===== src/rtl/div_fx_signed.sv =====
// div_fx_signed: signed fixed-point iterative divider, q = x / y in Q(WIDTH-FBITS).FBITS.
//
// The divider is radix-2 restoring and produces one quotient bit per clock. Both
// sides use valid/ready handshakes. The result can optionally be rounded half away
// from zero and saturates on overflow.
//
// Ports
//   clk        clock, all logic on posedge
//   rst        synchronous reset, active high
//   in_valid   x/y valid; transfer on in_valid && in_ready
//   in_ready   high only when idle and not in reset
//   x, y       dividend / divisor, signed fixed point
//   out_valid  q/r/dbz/ovf valid; held until out_ready
//   out_ready  consumer accepts result on out_valid && out_ready
//   q          quotient, signed fixed point (saturated when ovf)
//   r          remainder of the truncated quotient, carries the sign of x
//   dbz        divide by zero (y == 0)
//   ovf        quotient not representable; q saturated
//
// Timing
//   Flow is Idle -> Calc (ITER cycles) -> Fix -> Done.
//   out_valid is first seen ITER+2 edges after the accept edge. For y == 0 it is
//   seen after 1 edge.
module div_fx_signed #(
  parameter int unsigned WIDTH = 8,
  parameter int unsigned FBITS = 4,
  parameter int unsigned ROUND = 0
) (
  input  logic             clk,
  input  logic             rst,
  input  logic             in_valid,
  output logic             in_ready,
  input  logic [WIDTH-1:0] x,
  input  logic [WIDTH-1:0] y,
  output logic             out_valid,
  input  logic             out_ready,
  output logic [WIDTH-1:0] q,
  output logic [WIDTH-1:0] r,
  output logic             dbz,
  output logic             ovf
);

  // Iteration counts: the truncated quotient needs WIDTH+FBITS bits, and rounding
  // adds one guard bit below that.
  localparam int unsigned Iter      = WIDTH + FBITS + ROUND;
  localparam int unsigned TruncIter = WIDTH + FBITS;
  localparam int unsigned CntW      = $clog2(Iter + 1);
  localparam int unsigned AccW      = WIDTH + 1;
  // One spare bit so the rounding increment cannot wrap.
  localparam int unsigned MW        = Iter + 1;

  typedef enum logic [1:0] {StIdle, StCalc, StFix, StDone} state_e;

  state_e            state_q, state_d;
  logic [CntW-1:0]   cnt_q, cnt_d;
  logic [AccW-1:0]   acc_q, acc_d;
  logic [Iter-1:0]   quo_q, quo_d;
  logic [WIDTH-1:0]  ay_q, ay_d;
  logic [WIDTH-1:0]  rem_q, rem_d;
  logic              sx_q, sx_d;
  logic              xs_q, xs_d;
  logic              out_valid_q, out_valid_d;
  logic [WIDTH-1:0]  q_q, q_d;
  logic [WIDTH-1:0]  r_q, r_d;
  logic              dbz_q, dbz_d;
  logic              ovf_q, ovf_d;

  // Combinational helpers
  logic [WIDTH-1:0]  ax, ay;
  logic [Iter-1:0]   dvd;
  logic [AccW:0]     trial;
  logic              qbit;
  logic [MW-1:0]     m;
  logic [MW-1:0]     lim;

  // Magnitudes as unsigned WIDTH-bit values. The most negative operand maps to
  // 2^(WIDTH-1) exactly, which still fits.
  assign ax = x[WIDTH-1] ? (~x + WIDTH'(1)) : x;
  assign ay = y[WIDTH-1] ? (~y + WIDTH'(1)) : y;

  always_comb begin
    state_d     = state_q;
    cnt_d       = cnt_q;
    acc_d       = acc_q;
    quo_d       = quo_q;
    ay_d        = ay_q;
    rem_d       = rem_q;
    sx_d        = sx_q;
    xs_d        = xs_q;
    out_valid_d = out_valid_q;
    q_d         = q_q;
    r_d         = r_q;
    dbz_d       = dbz_q;
    ovf_d       = ovf_q;
    dvd         = '0;
    trial       = '0;
    qbit        = 1'b0;
    m           = '0;
    lim         = '0;

    unique case (state_q)
      StIdle: begin
        if (in_valid) begin
          sx_d = x[WIDTH-1] ^ y[WIDTH-1];
          xs_d = x[WIDTH-1];
          ay_d = ay;
          if (y == '0) begin
            q_d         = '0;
            r_d         = '0;
            dbz_d       = 1'b1;
            ovf_d       = 1'b0;
            out_valid_d = 1'b1;
            state_d     = StDone;
          end else begin
            // The quotient register starts out holding the scaled dividend.
            // Dividend bits shift out of its top while quotient bits shift
            // in at the bottom.
            dvd[WIDTH-1:0] = ax;
            dvd            = dvd << (FBITS + ROUND);
            quo_d          = dvd;
            acc_d          = '0;
            cnt_d          = '0;
            state_d        = StCalc;
          end
        end
      end

      StCalc: begin
        trial = {acc_q, quo_q[Iter-1]};
        if (trial >= {2'b00, ay_q}) begin
          acc_d = AccW'(trial - {2'b00, ay_q});
          qbit  = 1'b1;
        end else begin
          acc_d = AccW'(trial);
          qbit  = 1'b0;
        end
        quo_d = {quo_q[Iter-2:0], qbit};
        // The remainder belongs to the truncated quotient, so capture it before
        // the guard iteration when rounding.
        if (cnt_q == CntW'(TruncIter - 1)) begin
          rem_d = acc_d[WIDTH-1:0];
        end
        cnt_d = cnt_q + CntW'(1);
        if (cnt_q == CntW'(Iter - 1)) begin
          state_d = StFix;
        end
      end

      StFix: begin
        m = {1'b0, quo_q} >> ROUND;
        if (ROUND != 0) begin
          // The guard bit set means a fraction of at least one half, so bump the
          // magnitude. That is half away from zero once the sign is applied.
          m = m + MW'(quo_q[0]);
        end
        // Negative results may reach 2^(WIDTH-1); positive ones stop one short.
        lim = MW'(1) << (WIDTH - 1);
        if (!sx_q) begin
          lim = lim - MW'(1);
        end
        if (m > lim) begin
          ovf_d = 1'b1;
          q_d   = sx_q ? {1'b1, {(WIDTH-1){1'b0}}} : {1'b0, {(WIDTH-1){1'b1}}};
        end else begin
          ovf_d = 1'b0;
          q_d   = sx_q ? (~m[WIDTH-1:0] + WIDTH'(1)) : m[WIDTH-1:0];
        end
        r_d         = xs_q ? (~rem_q + WIDTH'(1)) : rem_q;
        dbz_d       = 1'b0;
        out_valid_d = 1'b1;
        state_d     = StDone;
      end

      StDone: begin
        if (out_ready) begin
          out_valid_d = 1'b0;
          state_d     = StIdle;
        end
      end

      default: begin
        state_d = StIdle;
      end
    endcase
  end

  always_ff @(posedge clk) begin
    if (rst) begin
      state_q     <= StIdle;
      cnt_q       <= '0;
      acc_q       <= '0;
      quo_q       <= '0;
      ay_q        <= '0;
      rem_q       <= '0;
      sx_q        <= 1'b0;
      xs_q        <= 1'b0;
      out_valid_q <= 1'b0;
      q_q         <= '0;
      r_q         <= '0;
      dbz_q       <= 1'b0;
      ovf_q       <= 1'b0;
    end else begin
      state_q     <= state_d;
      cnt_q       <= cnt_d;
      acc_q       <= acc_d;
      quo_q       <= quo_d;
      ay_q        <= ay_d;
      rem_q       <= rem_d;
      sx_q        <= sx_d;
      xs_q        <= xs_d;
      out_valid_q <= out_valid_d;
      q_q         <= q_d;
      r_q         <= r_d;
      dbz_q       <= dbz_d;
      ovf_q       <= ovf_d;
    end
  end

  assign in_ready  = (state_q == StIdle) && !rst;
  assign out_valid = out_valid_q;
  assign q         = q_q;
  assign r         = r_q;
  assign dbz       = dbz_q;
  assign ovf       = ovf_q;

endmodule


===== config.mk =====
export PLATFORM = sky130hd
export DESIGN_NAME = div_fx_signed
export DESIGN_NICKNAME = d
export VERILOG_FILES = /design/src/rtl/div_fx_signed.sv
export SDC_FILE = /design/constraint.sdc
export NUM_CORES = 1
export LEC_CHECK = 0
export BUFFER_PORTS_ARGS = -buffer_cell sky130_fd_sc_hd__buf_2
export CORE_UTILIZATION = 50
export CTS_BUF_LIST = sky130_fd_sc_hd__clkbuf_16
export DETAILED_ROUTE_END_ITERATION = 10
export PLACE_DENSITY = 0.71
export RECOVER_POWER = 50
export SLEW_MARGIN = 20
export SYNTH_ARGS = -nofsm -noshare
export SYNTH_HDL_FRONTEND = slang
export SYNTH_SLANG_ARGS = --single-unit

===== constraint.sdc =====
create_clock -name clk -period 2.1 [get_ports clk]
set_input_delay 0.315 -clock clk [delete_from_list [all_inputs] [get_ports clk]]
set_output_delay 0.315 -clock clk [all_outputs]
set_load 0.02 [all_outputs]

==> flow_summary_export.csv, run 1 <==
group,metric,value,unit
worst_setup_path,crit_type,"flip-flop to flip-flop",
placed_design,place_congestion,0.980,
detailed_routing,ant_nets,0,
detailed_routing,num_vias,3689,
placed_design,io_buffers,39,
pwr,switching_share,40.4,%
pwr,leakagePower,1.99,nW
worst_setup_path,required,2.35,ns
synthesis,synth_area_leader_cell,"dfxtp_1",
worst_setup_path,slowest_stage,"fa_2",
floorplanning,num_rows,31,
global_route,grt_usage,26.7,%
worst_setup_path,crit_fanout,8,
detailed_routing,first_pass_iters,4,
sta,worst_slew_pin_slew,0.641,ns
run_status,outcome,"complete, but fails checks",
worst_setup_path,reg2reg_from,"quo_q[11]$_SDFFE_PP0P_",
synthesis,synth_area_per_cell,8.23,µm²
detailed_routing,drc_errors,0,
final_layout,nNetsFinal,600,
clock_network,clockBufferDepth,2,
job,drv_cap,0,
synthesis,ys.flop_type,"dfxtp_1",
worst_setup_path,crit_top_cell,"inv_2",
pwr,ir_worst_vdd,0.897,mV
worst_setup_path,crit_buf_inv,3,
pwr,p_int,0.00428,W
sta,clock_skew,0.00704,ns
hold_path,min_path_type,"input pin to flip-flop",
placed_design,dpl.cell_count,636,
worst_setup_path,worstPathArrival,2.50,ns
clock_network,cts_tree,"built",
placed_design,placed_cell_area,0.00447,mm²
sta,slew_viol_final,0,
global_route,grt_max_degree,24,
sta,finalSetupViolCount,12,
sta,min_period,2.25,ns
sta,rsz0062_at_grt,"true",
detailed_routing,via_per_inst,5.63,
detailed_routing,drt_iter0_drc,258,
clock_network,cts_buffers,9,
sta,period_share,107,%
pwr,p_per_area,1450,mW/mm²
worst_setup_path,cp-start-kind,"flip-flop",
worst_setup_path,worstPathCellList,"inv_2 -> ha_4 -> inv_2 -> fa_2 -> a21o_1 -> a21oi_4 -> o2111ai_4 -> buf_6 -> mux2i_2 -> nand2_1 -> a21oi_1",
sta,hold_viol,0,
global_route,gr-total-overflow,0,
clock_network,cts_root_buf,"clkbuf_16",
synthesis,async_reset_ff_share,0,%
floorplanning,core-area,0.00733,mm²
floorplanning,initial_core_util,52.0,%
synthesis,synth_warnings,0,
final_layout,final_cells,655,
final_layout,drive_gt1_share,24.1,%
global_route,grt_pass1_vias,3331,
detailed_routing,routed_wl,10500,µm
floorplanning,die_width,89.3,µm
clock_network,path_clk_slew,0.05,ns
clock_network,cts_sinks,64,
pwr,p_seq_share,21.7,%
floorplanning,die_h,89.3,µm
final_layout,stdcell_area,0.00496,mm²
floorplanning,io_pins,40,
synthesis,synth_top_cell_area_share,33.6,%
final_layout,fin_util,67.6,%
synthesis,synthTopCellsByArea,"dfxtp_1, ha_1, nand2_1",
worst_setup_path,cpPeakStageDelay,0.33,ns
worst_setup_path,crit_start,"quo_q[11]$_SDFFE_PP0P_",
global_route,grt_pass1_wl,16000,µm
worst_setup_path,crit_path_end_kind,"flip-flop",
clock_network,insertion_delay,0.33,ns
synthesis,ys_seq_area_share,33.6,%
synthesis,syn_inst,463,
global_route,antenna_found_initial,0,
run_status,violations,"negative setup slack",
sta,setup_slack,-0.149,ns
floorplanning,die-area,0.00798,mm²
synthesis,netlist_area,0.00381,mm²
synthesis,ys_ff_latch,64,
final_layout,diodes,0,
final_layout,syn_to_final_growth,30.0,%
worst_setup_path,critical_path.top_delay_family,"compound AO/OA/AOI/OAI gates",
placed_design,hpwl,7380,µm
sta,slew_headroom,57.3,%
pwr,switchingPower,0.00291,W
pwr,clkPwrFrac,19.6,%
synthesis,synth_edf_count,0,
synthesis,synthDistinctLibCells,59,
hold_path,min-delay-start,"x[7]",
synthesis,synth.net_count,511,
sta,fmaxAchievable,445,MHz
pwr,pwr-share-comb,58.8,%
detailed_routing,wl_per_cell,16.0,µm
clock_network,holdBufCountCts,0,
placed_design,dp_slack,-0.282,ns
clock_network,htree_levels,3,
worst reg2reg max path, stage by stage (launching register included):
cell and delay [ns]:
dfxtp_2 0.32, inv_2 0.06, ha_4 0.13, inv_2 0.04, fa_2 0.33, a21o_1 0.20, a21oi_4 0.18, o2111ai_4 0.24
buf_6 0.21, mux2i_2 0.21, nand2_1 0.10, a21oi_1 0.16
cells in the final DEF, fill, tap and decap left out, types with 13 or more instances in the layout:
| cell type | count |
|---|---|
| a211oi_1 | 15 |
| a21oi_1 | 27 |
| buf_2 | 20 |
| buf_4 | 50 |
| clkbuf_1 | 23 |
| dfxtp_1 | 61 |
| ha_1 | 24 |
| inv_1 | 27 |
| nand2_1 | 54 |
| nand3_1 | 13 |
| nor2_1 | 44 |
kinds of logic after synthesis:
family	count (synthesis)	share of synthesized area, %
AO/OA/AOI/OAI	125	22.2
flip-flops	64	33.6
buffers and inverters	48	5.32
AND/OR/NAND/NOR	159	19.8
XOR/XNOR	25	5.74
multiplexers	14	3.97
adder cells (fa/ha/maj)	28	9.39
registers in the layout (all words and copies together) (netlist names), 2 cells and up:
| signal | flops |
|---|---|
| q | 8 |
| state_q | 2 |
| cnt_q | 4 |
| acc_q | 9 |
| quo_q | 12 |
| ay_q | 8 |
| r | 8 |
| rem_q | 8 |
cell usage after synthesis, types with 3 or more instances:
master / instances
dfxtp_1: 64
nand2_1: 54
nor2_1: 45
a21oi_1: 30
ha_1: 27
inv_1: 27
a211oi_1: 18
clkbuf_1: 13
nand3_1: 13
o21ai_0: 13
xnor2_1: 13
xor2_1: 12
mux2i_1: 8
nor3_1: 8
o31ai_1: 8
o211ai_1: 7
o21ai_1: 7
or3_1: 7
a22oi_1: 6
a31oi_1: 6
mux2_2: 5
nand4_1: 5
a21o_1: 4
nand2b_1: 4
nor2b_1: 4
nor4_1: 4
a22o_1: 3
a32oi_1: 3
and2_1: 3
and3_1: 3
buf_2: 3
o21a_1: 3
metrics by stage:
step / power [W] / hold WS (ns) / TNS (ns)
2_1_floorplan: 0.00368 / 0.422 / -0.00946
3_3_place_gp: 0.00481 / 0.435 / -2.47
3_5_place_dp: 0.00491 / 0.447 / -4.71
4_1_cts: 0.00671 / 0.347 / -0.399
5_1_grt: 0.00757 / 0.392 / -2.22
6_report: 0.00719 / 0.352 / -0.708
layout make-up:
class	instances	area [µm²]
clock buffer	9	225
clock inverter	6	53.8
fill	605	2370
inverter	28	108
multi-input combinational	351	2530
sequential	64	1290
tap	99	124
timing repair buffer	98	627
power groups by stage:
stage / logic, W / clock network [W] / registers, W
finish: 0.00422 / 0.00141 / 0.00156
floorplan: 0.00211 / 0 / 0.00157
CTS: 0.00375 / 0.00142 / 0.00154
global route: 0.00451 / 0.00148 / 0.00158
detailed placement: 0.00336 / 0 / 0.00155
global placement: 0.00326 / 0 / 0.00155
timing repair:
| item | CTS | global route |
|---|---|---|
| gates resized for setup | 25 | 17 |
| hold endpoints to repair | 0 | 0 |
| pin swaps | 18 | 10 |
| buffers inserted | 2 | 5 |
| setup endpoints to repair | 19 | 24 |
per-layer routing:
layer	GRT usage, %	vias to the layer above	routed length [µm]
met3	6.65	23	494
li1	-	1842	-
met4	8.95	0	250
met5	0	-	0
met2	46.0	106	5080
met1	32.4	1718	4650
worst paths after layout:
path	to	slack [ns]	depth (start not counted)
hold reg to reg	r[1]$_SDFFE_PP0P_	0.45	2
hold / removal	xs_q$_SDFFE_PP0P_	0.35	3
setup / recovery	rem_q[0]$_SDFFE_PP0P_	-0.15	11
setup reg to reg	rem_q[0]$_SDFFE_PP0P_	-0.15	11
(Power assumes the default switching activity.)
==> run 2, diff against run 1 <==
Settings changed: CORE_UTILIZATION 50 to 30, PLACE_DENSITY 0.71 to 0.47, SETUP_SLACK_MARGIN from default to 0.15.
==> run 2 against run 1 <==
Compared with the run above: the flow still finishes with violations (negative setup slack); total power grew 5.9%; clock skew grew 0.0035 ns; register-to-register slack gained 0.13 ns; non-clock buffer count grew 12; design area grew 7.2%; via count shrank 1.2%; sequential share of layout area shrank 1.7 points; clock-buffer cell count is the same; largest power group unchanged.
==> flow_summary_export.csv, run 2 (synthesis results as in run 1) <==
group,metric,value,unit
worst_setup_path,cp-start-kind,"flip-flop",
worst_setup_path,worst_r2r_endpoint,"rem_q[2]$_SDFFE_PP0P_",
sta,rsz0062_at_grt,"true",
floorplanning,initial_core_util,31.2,%
final_layout,drive_gt1_share,30.9,%
global_route,gr-total-overflow,0,
clock_network,holdBufCountCts,0,
final_layout,syn_to_final_growth,39.3,%
pwr,clkPwrFrac,17.9,%
clock_network,cts_tree,"built",
floorplanning,die_width,115,µm
hold_path,worstHoldPathCells,4,
final_layout,largestRegisters,"quo_q x12, acc_q x9",
clock_network,htree_levels,3,
sta,period_share,101,%
pwr,switching_share,40.8,%
sta,slew_viol_final,0,
placed_design,dpl.cell_count,709,
sta,min_period,2.12,ns
worst_setup_path,crit_path_end_kind,"flip-flop",
pwr,power,0.00761,W
clock_network,path_clk_slew,0.05,ns
run_status,outcome,"complete, but fails checks",
placed_design,place_congestion,0.809,
detailed_routing,drt_iter0_drc,203,
pwr,switchingPower,0.00310,W
sta,finalSetupViolCount,3,
sta,worst_slew_pin_slew,0.592,ns
detailed_routing,num_vias,3646,
worst_setup_path,r2r_slack,-0.02,ns
hold_path,min_path_type,"input pin to flip-flop",
detailed_routing,drc_errors,0,
floorplanning,core-area,0.0122,mm²
pwr,ir_worst_vdd,1.30,mV
final_layout,largest_register,"quo_q",
global_route,antenna_found_initial,0,
final_layout,final_cells,738,
pwr,pwr-share-comb,61.5,%
clock_network,insertion_delay,0.34,ns
worst_setup_path,crit_type,"flip-flop to flip-flop",
sta,holdWs,0.321,ns
worst_setup_path,crit_fanout,7,
run_status,violations,"negative setup slack",
placed_design,hpwl,7930,µm
worst_setup_path,reg2reg_from,"quo_q[11]$_SDFFE_PP0P_",
pwr,p_int,0.00451,W
pwr,p_seq_share,20.6,%
final_layout,fin_util,43.5,%
detailed_routing,via_per_inst,4.94,
hold_path,min_to,"ay_q[7]$_SDFFE_PP0P_",
clock_network,cts_buffers,9,
final_layout,final_cell_mix,"dfxtp_1, buf_4, nand2_1",
sta,setup_slack,-0.0170,ns
pwr,p_per_area,1430,mW/mm²
job,drv_cap,0,
sta,clock_skew,0.0105,ns
hold_path,min-delay-start,"y[6]",
floorplanning,die-area,0.0132,mm²
clock_network,cts_root_buf,"clkbuf_16",
worst_setup_path,worstPathArrival,2.39,ns
global_route,grt_max_degree,24,
placed_design,io_buffers,39,
pwr,leakagePower,2.05,nW
sta,hold_viol,0,
clock_network,cts_sinks,64,
detailed_routing,first_pass_iters,4,
sta,fmaxAchievable,472,MHz
final_layout,diodes,0,
detailed_routing,routed_wl,10600,µm
detailed_routing,wl_per_cell,14.4,µm
final_layout,filler_cell_count,1232,
floorplanning,io_pins,40,
final_layout,nNetsFinal,613,
worst_setup_path,worst_r2r_path_depth,11,
clock_network,clockBufferDepth,2,
floorplanning,num_rows,40,
global_route,grt_pass1_vias,3505,
final_layout,stdcell_area,0.00531,mm²
global_route,grt_pass1_wl,17200,µm
global_route,grt_usage,17.1,%
worst_setup_path,required,2.37,ns
sta,slew_headroom,60.5,%
floorplanning,die_h,115,µm
placed_design,placed_cell_area,0.00470,mm²
final_layout,largest_reg_flops,12,
detailed_routing,ant_nets,0,
[run 2: changes by cell type in the layout (fill, tap and decap cells not counted), sizes merged]
cell	change
a21oi	+1
buf	+12
bufinv	-1
clkinv	+1
clkinvlp	+3
inv	-2
[run 2: repair_timing]
action                                  in CTS  in global routing
endpoints found under the setup margin      23                 42
pin swaps                                   20                 19
endpoints found under the hold margin        0                  0
resized for setup                           30                 25
cloned                                       1                  0
buffers inserted                             7                  5
[run 2: layout make-up]
cell class	instances	area [µm²]	share of cell area [%]
Clock buffer	9	225	4.24
Clock inverter	7	48.8	0.919
Inverter	28	125	2.36
Multi-Input combinational cell	352	2680	50.5
Sequential cell	64	1290	24.3
Tap cell	168	210	3.96
Timing Repair Buffer	110	728	13.7
[run 2: routing by layer]
layer	global-route usage (%)	part of all wire (%)	vias up
met5	0	0	-
met2	28.0	47	41
li1	-	-	1867
met4	7.19	1.7	0
met1	21.8	49	1724
met3	3.85	2.5	14
[run 2: worst max-delay path, cell delays in order, from the launching register on]
cell	delay (ns)
dfxtp_2	0.32
inv_2	0.07
ha_4	0.13
inv_2	0.03
fa_2	0.33
a21o_1	0.19
a21oi_2	0.22
o2111ai_4	0.16
buf_6	0.19
mux2i_4	0.19
o21a_1	0.18
nor2_1	0.07
[run 2: stage by stage]
stage | TNS (ns) | setup WS (ns)
global route | -1.28 | -0.124
finish | -0.0419 | -0.0170
floorplan | 0 | 0.0416
global placement | -2.96 | -0.186
detailed placement | -3.81 | -0.169
CTS | -0.0134 | -0.0122
[run 2: worst max-delay path by stage]
| stage | startpoint | end | slack [ns] | cells past startpoint |
|---|---|---|---|---|
| after detailed placement | y[0] | quo_q[7]$_SDFFE_PP0P_ | -0.17 | 9 |
| after global routing | quo_q[11]$_SDFFE_PP0P_ | rem_q[2]$_SDFFE_PP0P_ | -0.12 | 11 |
| after floorplan | quo_q[11]$_SDFFE_PP0P_ | rem_q[7]$_SDFFE_PP0P_ | 0.04 | 11 |
| final | quo_q[11]$_SDFFE_PP0P_ | rem_q[2]$_SDFFE_PP0P_ | -0.02 | 11 |
| after global placement | ay_q[1]$_SDFFE_PP0P_ | rem_q[7]$_SDFFE_PP0P_ | -0.19 | 9 |
| after CTS | quo_q[11]$_SDFFE_PP0P_ | rem_q[5]$_SDFFE_PP0P_ | -0.01 | 11 |
[run 2: power groups by stage]
stage	Sequential [W]	Clock [W]	Combinational, W
CTS	0.00155	0.00141	0.00426
floorplan	0.00159	0	0.00227
global route	0.00159	0.00146	0.00504
detailed placement	0.00157	0	0.00359
finish	0.00157	0.00137	0.00468
global placement	0.00156	0	0.00356
==> run 3, diff against run 2 <==
Settings changed: PLACE_DENSITY 0.47 to 0.45.
Clock period 2.1 ns to 2.41 ns, I/O delays scaled along.
==> run 3 against run 2 <==
Compared with the run above: the run now ends clean; via count is 7.2% lower; critical path depth down 1; total power is 27% lower; routed wire length fell by 8.8%; global-route usage is 1.5 points lower; worst hold slack got worse by 0.015 ns; design area shrank 12%; critical path type unchanged; highest routed layer unchanged.
==> flow_summary_export.csv, run 3 (synthesis results as in run 1) <==
group,metric,value,unit
run_status,outcome,"complete, no violations",
floorplanning,io_pins,40,
global_route,grt_pass1_wl,16100,µm
clock_network,clockBufferDepth,2,
sta,min_period,2.18,ns
job,drv_cap,0,
global_route,grt_pass1_vias,3274,
detailed_routing,first_pass_iters,4,
pwr,p_per_area,1180,mW/mm²
worst_setup_path,worst_r2r_endpoint,"acc_q[6]$_SDFFE_PP0P_",
worst_setup_path,crit_fanout,2,
clock_network,cts_tree,"built",
sta,finalSetupViolCount,0,
worst_setup_path,cp-start-kind,"flip-flop",
pwr,ir_worst_vdd,0.528,mV
floorplanning,initial_core_util,31.2,%
worst_setup_path,crit_type,"flip-flop to flip-flop",
sta,slew_viol_final,0,
global_route,grt_usage,15.6,%
floorplanning,core-area,0.0122,mm²
final_layout,final_cell_mix,"dfxtp_1, nand2_1, nor2_1",
worst_setup_path,crit_start,"quo_q[11]$_SDFFE_PP0P_",
final_layout,largestRegisters,"quo_q x12, acc_q x9",
sta,slew_headroom,59.6,%
clock_network,insertion_delay,0.33,ns
detailed_routing,via_per_inst,4.88,
clock_network,post_cts_buffers,0,
detailed_routing,num_vias,3385,
clock_network,htree_levels,3,
sta,clock_skew,0.00601,ns
placed_design,io_buffers,39,
floorplanning,die-area,0.0132,mm²
global_route,antenna_found_initial,0,
final_layout,diodes,0,
final_layout,syn_to_final_growth,23.2,%
worst_setup_path,required,2.59,ns
placed_design,place_congestion,0.791,
worst_setup_path,r2r_slack,0.23,ns
floorplanning,num_rows,40,
clock_network,cts_root_buf,"clkbuf_16",
global_route,grt_max_degree,27,
clock_network,cts_sinks,64,
sta,fin_setup_tns,0,ns
global_route,gr-total-overflow,0,
pwr,leakagePower,1.84,nW
sta,period_share,90.5,%
worst_setup_path,reg2reg_from,"quo_q[11]$_SDFFE_PP0P_",
sta,rsz0062_at_grt,"true",
worst_setup_path,crit_end,"acc_q[6]$_SDFFE_PP0P_",
sta,fmaxAchievable,459,MHz
final_layout,largest_register,"quo_q",
final_layout,largest_reg_flops,12,
final_layout,nNetsFinal,568,
final_layout,drive_gt1_share,17.0,%
sta,hold_viol,0,
detailed_routing,routed_wl,9670,µm
placed_design,dpl.cell_count,677,
detailed_routing,wl_per_cell,14.0,µm
detailed_routing,drc_errors,0,
hold_path,min_path_type,"input pin to flip-flop",
floorplanning,die_width,115,µm
floorplanning,die_h,115,µm
worst_setup_path,crit_path_end_kind,"flip-flop",
placed_design,hpwl,7370,µm
sta,worst_slew_pin_slew,0.606,ns
final_layout,final_cells,693,
worst_setup_path,worstPathArrival,2.36,ns
clock_network,holdBufCountCts,0,
clock_network,path_clk_slew,0.06,ns
clock_network,cts_buffers,9,
final_layout,final_common_cell,"dfxtp_1",
worst_setup_path,worst_r2r_path_depth,10,
detailed_routing,drt_iter0_drc,236,
detailed_routing,ant_nets,0,
sta,holdWs,0.306,ns
==> run 3: cell count changes in the layout (fill, tap and decap cells not counted), moves of 3 or more <==
cell,previous run,this run
dfxtp_1,59,63
a211oi_2,8,2
clkinv_4,1,4
a211oi_1,11,17
buf_4,59,23
buf_6,7,0
dfxtp_2,4,1
ha_4,9,0
clkinvlp_4,4,0
inv_1,23,27
ha_1,18,27
o21ai_0,8,13
==> run 3: how the worst min path moves through the flow <==
stage / depth (start not counted) / startpoint / slack (ns) / endpoint
floorplan: 2 / acc_q[8]$_SDFFE_PP0P_ / 0.42 / acc_q[8]$_SDFFE_PP0P_
global placement: 2 / r[2]$_SDFFE_PP0P_ / 0.44 / r[2]$_SDFFE_PP0P_
detailed placement: 2 / r[1]$_SDFFE_PP0P_ / 0.44 / r[1]$_SDFFE_PP0P_
CTS: 3 / y[0] / 0.30 / ay_q[0]$_SDFFE_PP0P_
global route: 3 / y[0] / 0.30 / ay_q[0]$_SDFFE_PP0P_
finish: 3 / y[0] / 0.31 / ay_q[0]$_SDFFE_PP0P_
==> run 3: metal layers <==
| layer | vias to the layer above | global-route usage [%] | wire, µm |
|---|---|---|---|
| li1 | 1776 | - | - |
| met5 | - | 0 | 0 |
| met3 | 4 | 3.06 | 394 |
| met2 | 63 | 24.3 | 4090 |
| met4 | 0 | 5.19 | 80 |
| met1 | 1542 | 21.7 | 5110 |
==> run 3: worst max-delay path, cell delays in order (launching register included) <==
cell and delay (ns):
dfxtp_1 0.31, inv_1 0.07, ha_1 0.16, inv_1 0.06
fa_2 0.34, a21o_1 0.19, a311o_1 0.28, a21oi_2 0.17
xnor2_2 0.11, a221oi_1 0.27, a211oi_1 0.08
==> run 3: power breakdown <==
| part | internal (W) | switching, W | total, W |
|---|---|---|---|
| clock network | 0.000916 | 0.000519 | 0.00144 |
| registers | 0.00121 | 0.000159 | 0.00137 |
| logic | 0.00119 | 0.00153 | 0.00272 |
==> run 3: through the flow <==
stage               total power (W)  setup WS, ns  util, %  area [µm²]
floorplan                   0.00316         0.169        -        3820
global placement            0.00399         0.110     35.7        4350
detailed placement          0.00400        0.0625     35.7        4350
CTS                         0.00547         0.135     38.4        4690
global route                0.00593        0.0923     38.5        4700
finish                      0.00553         0.230     38.5        4700
==> run 3: final cells by class <==
type	count	area, µm²
Fill cell	1329	7520
Multi-Input combinational cell	351	2380
Sequential cell	64	1280
Timing Repair Buffer	66	390
Clock buffer	9	225
Tap cell	168	210
Inverter	28	105
Clock inverter	7	104
==> run 3: repair_timing <==
item / in CTS / in global routing
pin swaps: 2 / 6
endpoints found under the setup margin: 11 / 20
hold endpoints to repair: 0 / 0
gates cloned: 0 / 0
gates resized for setup: 3 / 9
